==> src/rtl/period_meter_pkg.sv <==
// period_meter_pkg: shared state encoding and averaging depth for period_meter.
// Contents: state_t (ST_IDLE, ST_MEASURE) and AVG_SHIFT (log2 of the averaging depth).
package period_meter_pkg;
  typedef enum logic {ST_IDLE = 1'b0, ST_MEASURE = 1'b1} state_t;
  localparam int AVG_SHIFT = 2;
endpackage

==> src/rtl/sync_rise_detect.sv <==
// sync_rise_detect: two-flop synchronizer plus history flop producing a one-cycle rising-edge strobe.
// Ports: clk, rst_btn (sync, active low), d (async input), rise (edge strobe, from synchronized flops only).
module sync_rise_detect (
  input  logic clk,
  input  logic rst_btn,
  input  logic d,
  output logic rise
);
  logic s1, s2, s3;
  always_ff @(posedge clk)
    if (!rst_btn) {s1, s2, s3} <= 3'b000;
    else {s1, s2, s3} <= {d, s1, s2};
  assign rise = s2 & ~s3;
endmodule

==> src/rtl/period_meter.sv <==
// period_meter: measures the period of a slow asynchronous square wave in clk cycles.
// Ports: clk, rst_btn (sync, active low), sig_in (async), period (last result),
//        valid (one-cycle update strobe), timeout (level, cleared by next valid), armed (in MEASURE).
// Option: define PERIOD_METER_AVG_EN to report the truncated mean of every four measurements.
module period_meter
  import period_meter_pkg::*;
#(
  parameter int          COUNT_WIDTH = 32,
  parameter int unsigned TIMEOUT     = 12000000 - 1
) (
  input  logic                   clk,
  input  logic                   rst_btn,
  input  logic                   sig_in,
  output logic [COUNT_WIDTH-1:0] period,
  output logic                   valid,
  output logic                   timeout,
  output logic                   armed
);
  localparam logic [COUNT_WIDTH-1:0] LIMIT = COUNT_WIDTH'(TIMEOUT);
  state_t state;
  logic rise;
  logic [COUNT_WIDTH-1:0] cnt;
  sync_rise_detect u_sync (.clk(clk), .rst_btn(rst_btn), .d(sig_in), .rise(rise));
`ifdef PERIOD_METER_AVG_EN
  logic [1:0] idx;
  logic [COUNT_WIDTH+1:0] acc, sum;
  assign sum = acc + (COUNT_WIDTH+2)'(cnt);
`endif
  // The counter saturates at LIMIT; an edge in that same cycle still reports LIMIT.
  always_ff @(posedge clk) begin
    if (!rst_btn) begin
      state   <= ST_IDLE;
      cnt     <= '0;
      period  <= '0;
      valid   <= 1'b0;
      timeout <= 1'b0;
      armed   <= 1'b0;
`ifdef PERIOD_METER_AVG_EN
      idx     <= 2'd0;
      acc     <= '0;
`endif
    end else begin
      valid <= 1'b0;
      if (state == ST_IDLE) begin
        if (rise) begin
          state <= ST_MEASURE;
          armed <= 1'b1;
          cnt   <= COUNT_WIDTH'(1);
        end
      end else if (rise) begin
        cnt <= COUNT_WIDTH'(1);
`ifdef PERIOD_METER_AVG_EN
        idx <= idx + 2'd1;
        acc <= (&idx) ? '0 : sum;
        if (&idx) begin
          period  <= COUNT_WIDTH'(sum >> AVG_SHIFT);
          valid   <= 1'b1;
          timeout <= 1'b0;
        end
`else
        period  <= cnt;
        valid   <= 1'b1;
        timeout <= 1'b0;
`endif
      end else if (cnt == LIMIT) begin
        state   <= ST_IDLE;
        armed   <= 1'b0;
        timeout <= 1'b1;
`ifdef PERIOD_METER_AVG_EN
        idx     <= 2'd0;
        acc     <= '0;
`endif
      end else begin
        cnt <= cnt + 1'b1;
      end
    end
  end
endmodule

==> config.mk <==
export PLATFORM = sky130hd
export DESIGN_NAME = period_meter
export DESIGN_NICKNAME = d
export VERILOG_FILES = /design/src/rtl/period_meter_pkg.sv /design/src/rtl/sync_rise_detect.sv /design/src/rtl/period_meter.sv
export SDC_FILE = /design/constraint.sdc
export NUM_CORES = 1
export LEC_CHECK = 0
export ABC_CLOCK_PERIOD_IN_PS = 2300
export CORE_ASPECT_RATIO = 0.5
export CORE_MARGIN = 3
export CORE_UTILIZATION = 40
export DETAILED_ROUTE_END_ITERATION = 6
export PLACE_DENSITY = 0.69
export SYNTH_ARGS = -nofsm -noshare
export SYNTH_HDL_FRONTEND = slang
export SYNTH_HIERARCHICAL = 1
export SYNTH_SLANG_ARGS = --single-unit
==> constraint.sdc <==
create_clock -name clk -period 2.3 [get_ports clk]
set_input_delay 0.23 -clock clk [delete_from_list [all_inputs] [get_ports clk]]
set_output_delay 0.23 -clock clk [all_outputs]
set_load 0.05 [all_outputs]
Yosys cells after proc, flatten, opt, wreduce, memory -nomap -nowiden
Index checks and enable logic that the tools add are counted.

Register bits: 71. Input port bits: 3. Word-level logic and storage cells: 36.

Eq/ne operators: 3. Add/sub/neg operators: 1. Bitwise gates (word level): 2. Mux-type cells: 14. Reductions and logical operators: 7.

Operators with widths (count): 32-bit two-way mux (4); 32-bit by 1-bit adder with 32-bit output, second input constant (1); 32-bit by 24-bit equality test with 1-bit output, second input constant (1); 1-bit two-way mux (10); 2-bit AND reduction (4); 2-bit != test, second input constant (2); 2-bit nonzero test (2); 3-bit AND reduction (1); 1-bit AND (1); 1-bit inverter (1).

Logic depth before layout (Yosys ltp)
Word-level depth: 4. Gate-level depth with buffers: 8. Mapped depth without buffers: 7.

Modules after synthesis
Netlist, hierarchy kept.

Modules (own cells, without submodules): period_meter (area an instance 3288.2 µm², instances 1, seq. area each 1361.3 µm², cells each 385); sync_rise_detect (area an instance 92.6 µm², instances 1, seq. area each 60.1 µm², cells each 7).

Worst setup path before layout
Ideal clock, no wire load.

Kind: register to register. Start: reg cnt[0]. End: reg cnt[30]. Buffers on the path: 0. Data arrival time: 1.870 ns. Period minus slack after synthesis: 1.944 ns. Slack: 0.356 ns. Cell stages (with the launch flop): 7. Path through: dfxtp_1 -> ha_1 -> nand4_1 -> nor4_2 -> nand2_1 -> or4b_1 -> a31oi_1.

Longest elaborated chain between the ends: 4. Elaborated cells between the ends (all ways): 7. Classes of those cells: add/sub: 1; eq/ne: 2; mux: 3; reduce/logical: 1.

Ends and longest elaborated chain: start: declaration (RTL line period_meter.sv:22) `logic [COUNT_WIDTH-1:0] cnt;`; start signal: assignment (RTL line period_meter.sv:74) `cnt <= cnt + 1'b1;`; 32-bit by 1-bit adder with 32-bit output (RTL line period_meter.sv:74); 32-bit two-way mux (RTL line period_meter.sv:65) `end else if (cnt == LIMIT) begin`; 32-bit two-way mux (RTL line period_meter.sv:50) `end else if (rise) begin`; 32-bit two-way mux (RTL line period_meter.sv:44) `if (state == ST_IDLE) begin`.

Several ways; a longest one is shown, not always the timed one. The select of a mux whose other input is x is not followed. A chain may end at the register's enable or synchronous reset.

Worst setup path in the final report
Start: reg cnt[1]. End: reg cnt[30].

Same word-level chain as after synthesis.

==> summary.md <==
The run finished with clean final reports. The number of buffers created by CTS came out at 9. The mapped netlist covers 3380 sq um. Aggregate routed wire length: 8450 microns. In this run the deepest clock path goes through 2 buffers.

The delay of the slowest critical-path stage was 0.52 ns; the maximum number of pins on one net before global-route repair was 33. The run gives 392 as the synthesized instance count. Data on the critical path is required at its endpoint by 2.56 ns.

The core region is 8120 sq um. After detailed routing, the number of vias per cell comes to 5.59. Reg-to-reg critical path startpoint: cnt[1]. For flop-to-flop paths, the worst setup slack is 0.22 ns.

In the finished design, the share of the clock period the worst path needs comes to 90.3%. For this block, the initial DRC count from the detailed router was 431. The tools report the worst clock skew as 0.00436 ns. The worst setup path is of the register to register kind.

The total number of nets in the final design was 440; the shortest clock period the worst path allows after layout was 2.08 ns. Once the clock tree was built, the resizer swapped 0 gates to a different size. The die height was 71.0 microns; the clock-pin transition on the worst setup and hold timing paths was 0.05 ns. The library cells used most frequently in the layout, excluding fill and tap cells, are sky130_fd_sc_hd__dfxtp_1 (71), sky130_fd_sc_hd__nor2_1 (58), sky130_fd_sc_hd__clkdlybuf4s50_1 (37).

Root cell of the clock tree: sky130_fd_sc_hd__clkbuf_16. The synthesis-stage register bit count was 71. The run gives 9660 sq um as the die area. The tools report the final count of pins violating max slew as 0.

Capture instance of the worst register-to-register path: cnt[30]. The tools report the post-layout instance area as 4210 sq um. Max-cap violations in this run came to 0.

The clock latency reported for the late side of the worst-skew pair was 0.33 ns. For the worst setup path, the data arrival time is 2.34 ns. For this run, the number of Yosys warnings is 6.

The dominant delay contributor by cell family on the critical path was simple AND/OR/NAND/NOR gates. Tracing the worst setup path back leads to its startpoint at cnt[1]. The placed instances occupy a cell area of 3960 sq um.

STA classifies the critical path startpoint as a register. The run gives 14,000 microns as the wire length of the first global-routing pass. After legalization and detailed placement, the total HPWL measured 5700 microns. The maximum fanout along the worst path is 6.

The area overhead of the layout relative to synthesis is 24.5%, and the count of unique library cells instantiated by Yosys is 51. The run gives 2,655 as the via count of the first global-routing pass. The slowest cell on the critical path is sky130_fd_sc_hd__or4b_1. For the sequential element share of the synthesized area, the log shows 42.0%.

The number of setup violations in the final report is 0. The repair_antennas step left the layout with diodes totalling 0. Ratio of total power to cell area: 613 nW/um^2. The critical path goes through ha_1, nand4_1, nor4_2, nand2_1, or4b_1, a31oi_1. The logs give 23 for the number of rows in the core area and 41.7% for the initial cell density of the core. The number of buffers and inverters on the critical path is 0.

A synthesized cell averages 8.62 sq um. Of the cells placed in the final design, the portion with a size suffix greater than 1 is 12.2%. The library cell used most frequently in the layout, excluding fill and tap cells, is sky130_fd_sc_hd__dfxtp_1. The run gives 0.886 as the global placer's final weighted congestion. The path length in cells of the critical path works out to 6.

Counting every net in the synthesized netlist gives 398. Among all flip-flop cells after synthesis, the most frequent one is sky130_fd_sc_hd__dfxtp_1. The number of setup buffers added after CTS is 0. The count of input and output buffers was 37. Setup repair after global routing left no endpoint under its margin.

STA classifies the critical path endpoint as a register. Following the worst setup path forward leads to its endpoint at cnt[30]. In this run, synthesis inferred 0 flip-flops with an integrated enable. The tools report the H-tree level count as 3.

After detailed routing, the number of remaining DRC violations is 0. The class of the most critical hold timing path is register to register. For this block, the via count after detailed routing is 3,065. TritonCTS built the clock tree. The floorplan die width came out at 136 microns. The tools report the maximum VDD drop as 0.000310 V. For the first-pass iteration count of the detailed router, the log shows 5.

At the pin with the least slew margin, the transition time is 0.506 ns. The leakage power total was 1.43 nW; the number of clock sinks seen by CTS was 71. The hold violation total from the final report is 0. Summed over all layers, the global routing overflow is 0.

Counting flops with an async set or reset pin after synthesis yields a share of 0%. Headroom to the max-slew limit came out at 66.1%. For this run, the total global-route usage over all layers was measured as 18.3%. 38 I/O pins were placed. The logs give 0 for the number of antenna violations at the first check in global routing and 0 for the count of hold-fix buffers inserted at cts. For this run, the share of the core covered by cells in the final layout is 51.9%. Based on the critical path, the design can be clocked at up to 482 MHz.

Counting cells, the worst reg-to-reg path comes to 6. Dividing the detail-routed wire length by the instance count gives 15.4 microns. The total negative slack for setup checks is 0 ns. The number of routed nets with antenna violations is 0.
[flip-flops by register name, indices dropped and copies added (netlist names)]
signal and cells:
valid 1, u_sync/s1 1, cnt 32, u_sync/s3 1, state 1, period 32, armed 1, timeout 1
u_sync/s2 1
[metrics by stage]
stage	cells	total power, mW	setup WS, ns	hold WS [ns]
after floorplan	392	1.34	0.356	0.352
after global placement	535	1.38	0.276	0.415
after detailed placement	535	1.38	0.207	0.421
after CTS	548	2.60	0.205	0.437
after global routing	548	2.66	0.0459	0.474
final	548	2.58	0.224	0.430
[final cells by class]
cell class / count / area [sq um]
Tap cell: 112 / 140
Timing Repair Buffer: 63 / 591
Multi-Input combinational cell: 282 / 1780
Inverter: 7 / 26.3
Sequential cell: 71 / 1420
Clock buffer: 11 / 243
Clock inverter: 2 / 10.0
Fill cell: 768 / 3910
[metal layers]
| metal | track usage, % | vias to the layer above | wire, microns |
|---|---|---|---|
| met4 | 4.36 | 0 | 105 |
| met2 | 25.4 | 100 | 3410 |
| met1 | 27.3 | 1447 | 4330 |
| met5 | 0 | - | 0 |
| met3 | 5.82 | 9 | 604 |
| li1 | - | 1509 | - |
[power breakdown]
group	internal (mW)	switching [mW]
combinational	0.0410	0.0793
clock	0.736	0.482
sequential	1.24	0.00337
[cells by family after synthesis]
logic type	share of synthesized area, %
flip-flops	42.0
AND/OR/NAND/NOR	26.9
AO/OA/AOI/OAI	14.4
adder cells (fa/ha/maj)	1.11
buffers and inverters	5.48
multiplexers	10.1
[worst min path at each step]
stage,startpoint,to,slack (ns),cells after the start
2_1_floorplan,rst_btn,u_sync/s1,0.35,1
3_3_place_gp,u_sync/s1,u_sync/s2,0.42,1
3_5_place_dp,u_sync/s1,u_sync/s2,0.42,1
4_1_cts,u_sync/s1,u_sync/s2,0.44,1
5_1_grt,u_sync/s1,u_sync/s2,0.47,1
6_report,u_sync/s1,u_sync/s2,0.43,1
[synthesized netlist by cell type, types with 7 or more instances]
cell type | instances | area, sq um
sky130_fd_sc_hd__a21oi_1 | 16 | 80.1
sky130_fd_sc_hd__dfxtp_1 | 71 | 1420
sky130_fd_sc_hd__nand3_1 | 19 | 95.1
sky130_fd_sc_hd__nand4_1 | 17 | 106
sky130_fd_sc_hd__o21ai_0 | 13 | 65.1
sky130_fd_sc_hd__nand2_1 | 24 | 90.1
sky130_fd_sc_hd__nor2_1 | 58 | 218
sky130_fd_sc_hd__a31oi_1 | 14 | 87.6
sky130_fd_sc_hd__clkbuf_1 | 15 | 56.3
sky130_fd_sc_hd__nor3_1 | 13 | 65.1
sky130_fd_sc_hd__o211ai_1 | 9 | 67.6
sky130_fd_sc_hd__inv_1 | 7 | 26.3
sky130_fd_sc_hd__mux2i_1 | 34 | 340
Note: power is estimated with default switching activity, not from simulation.
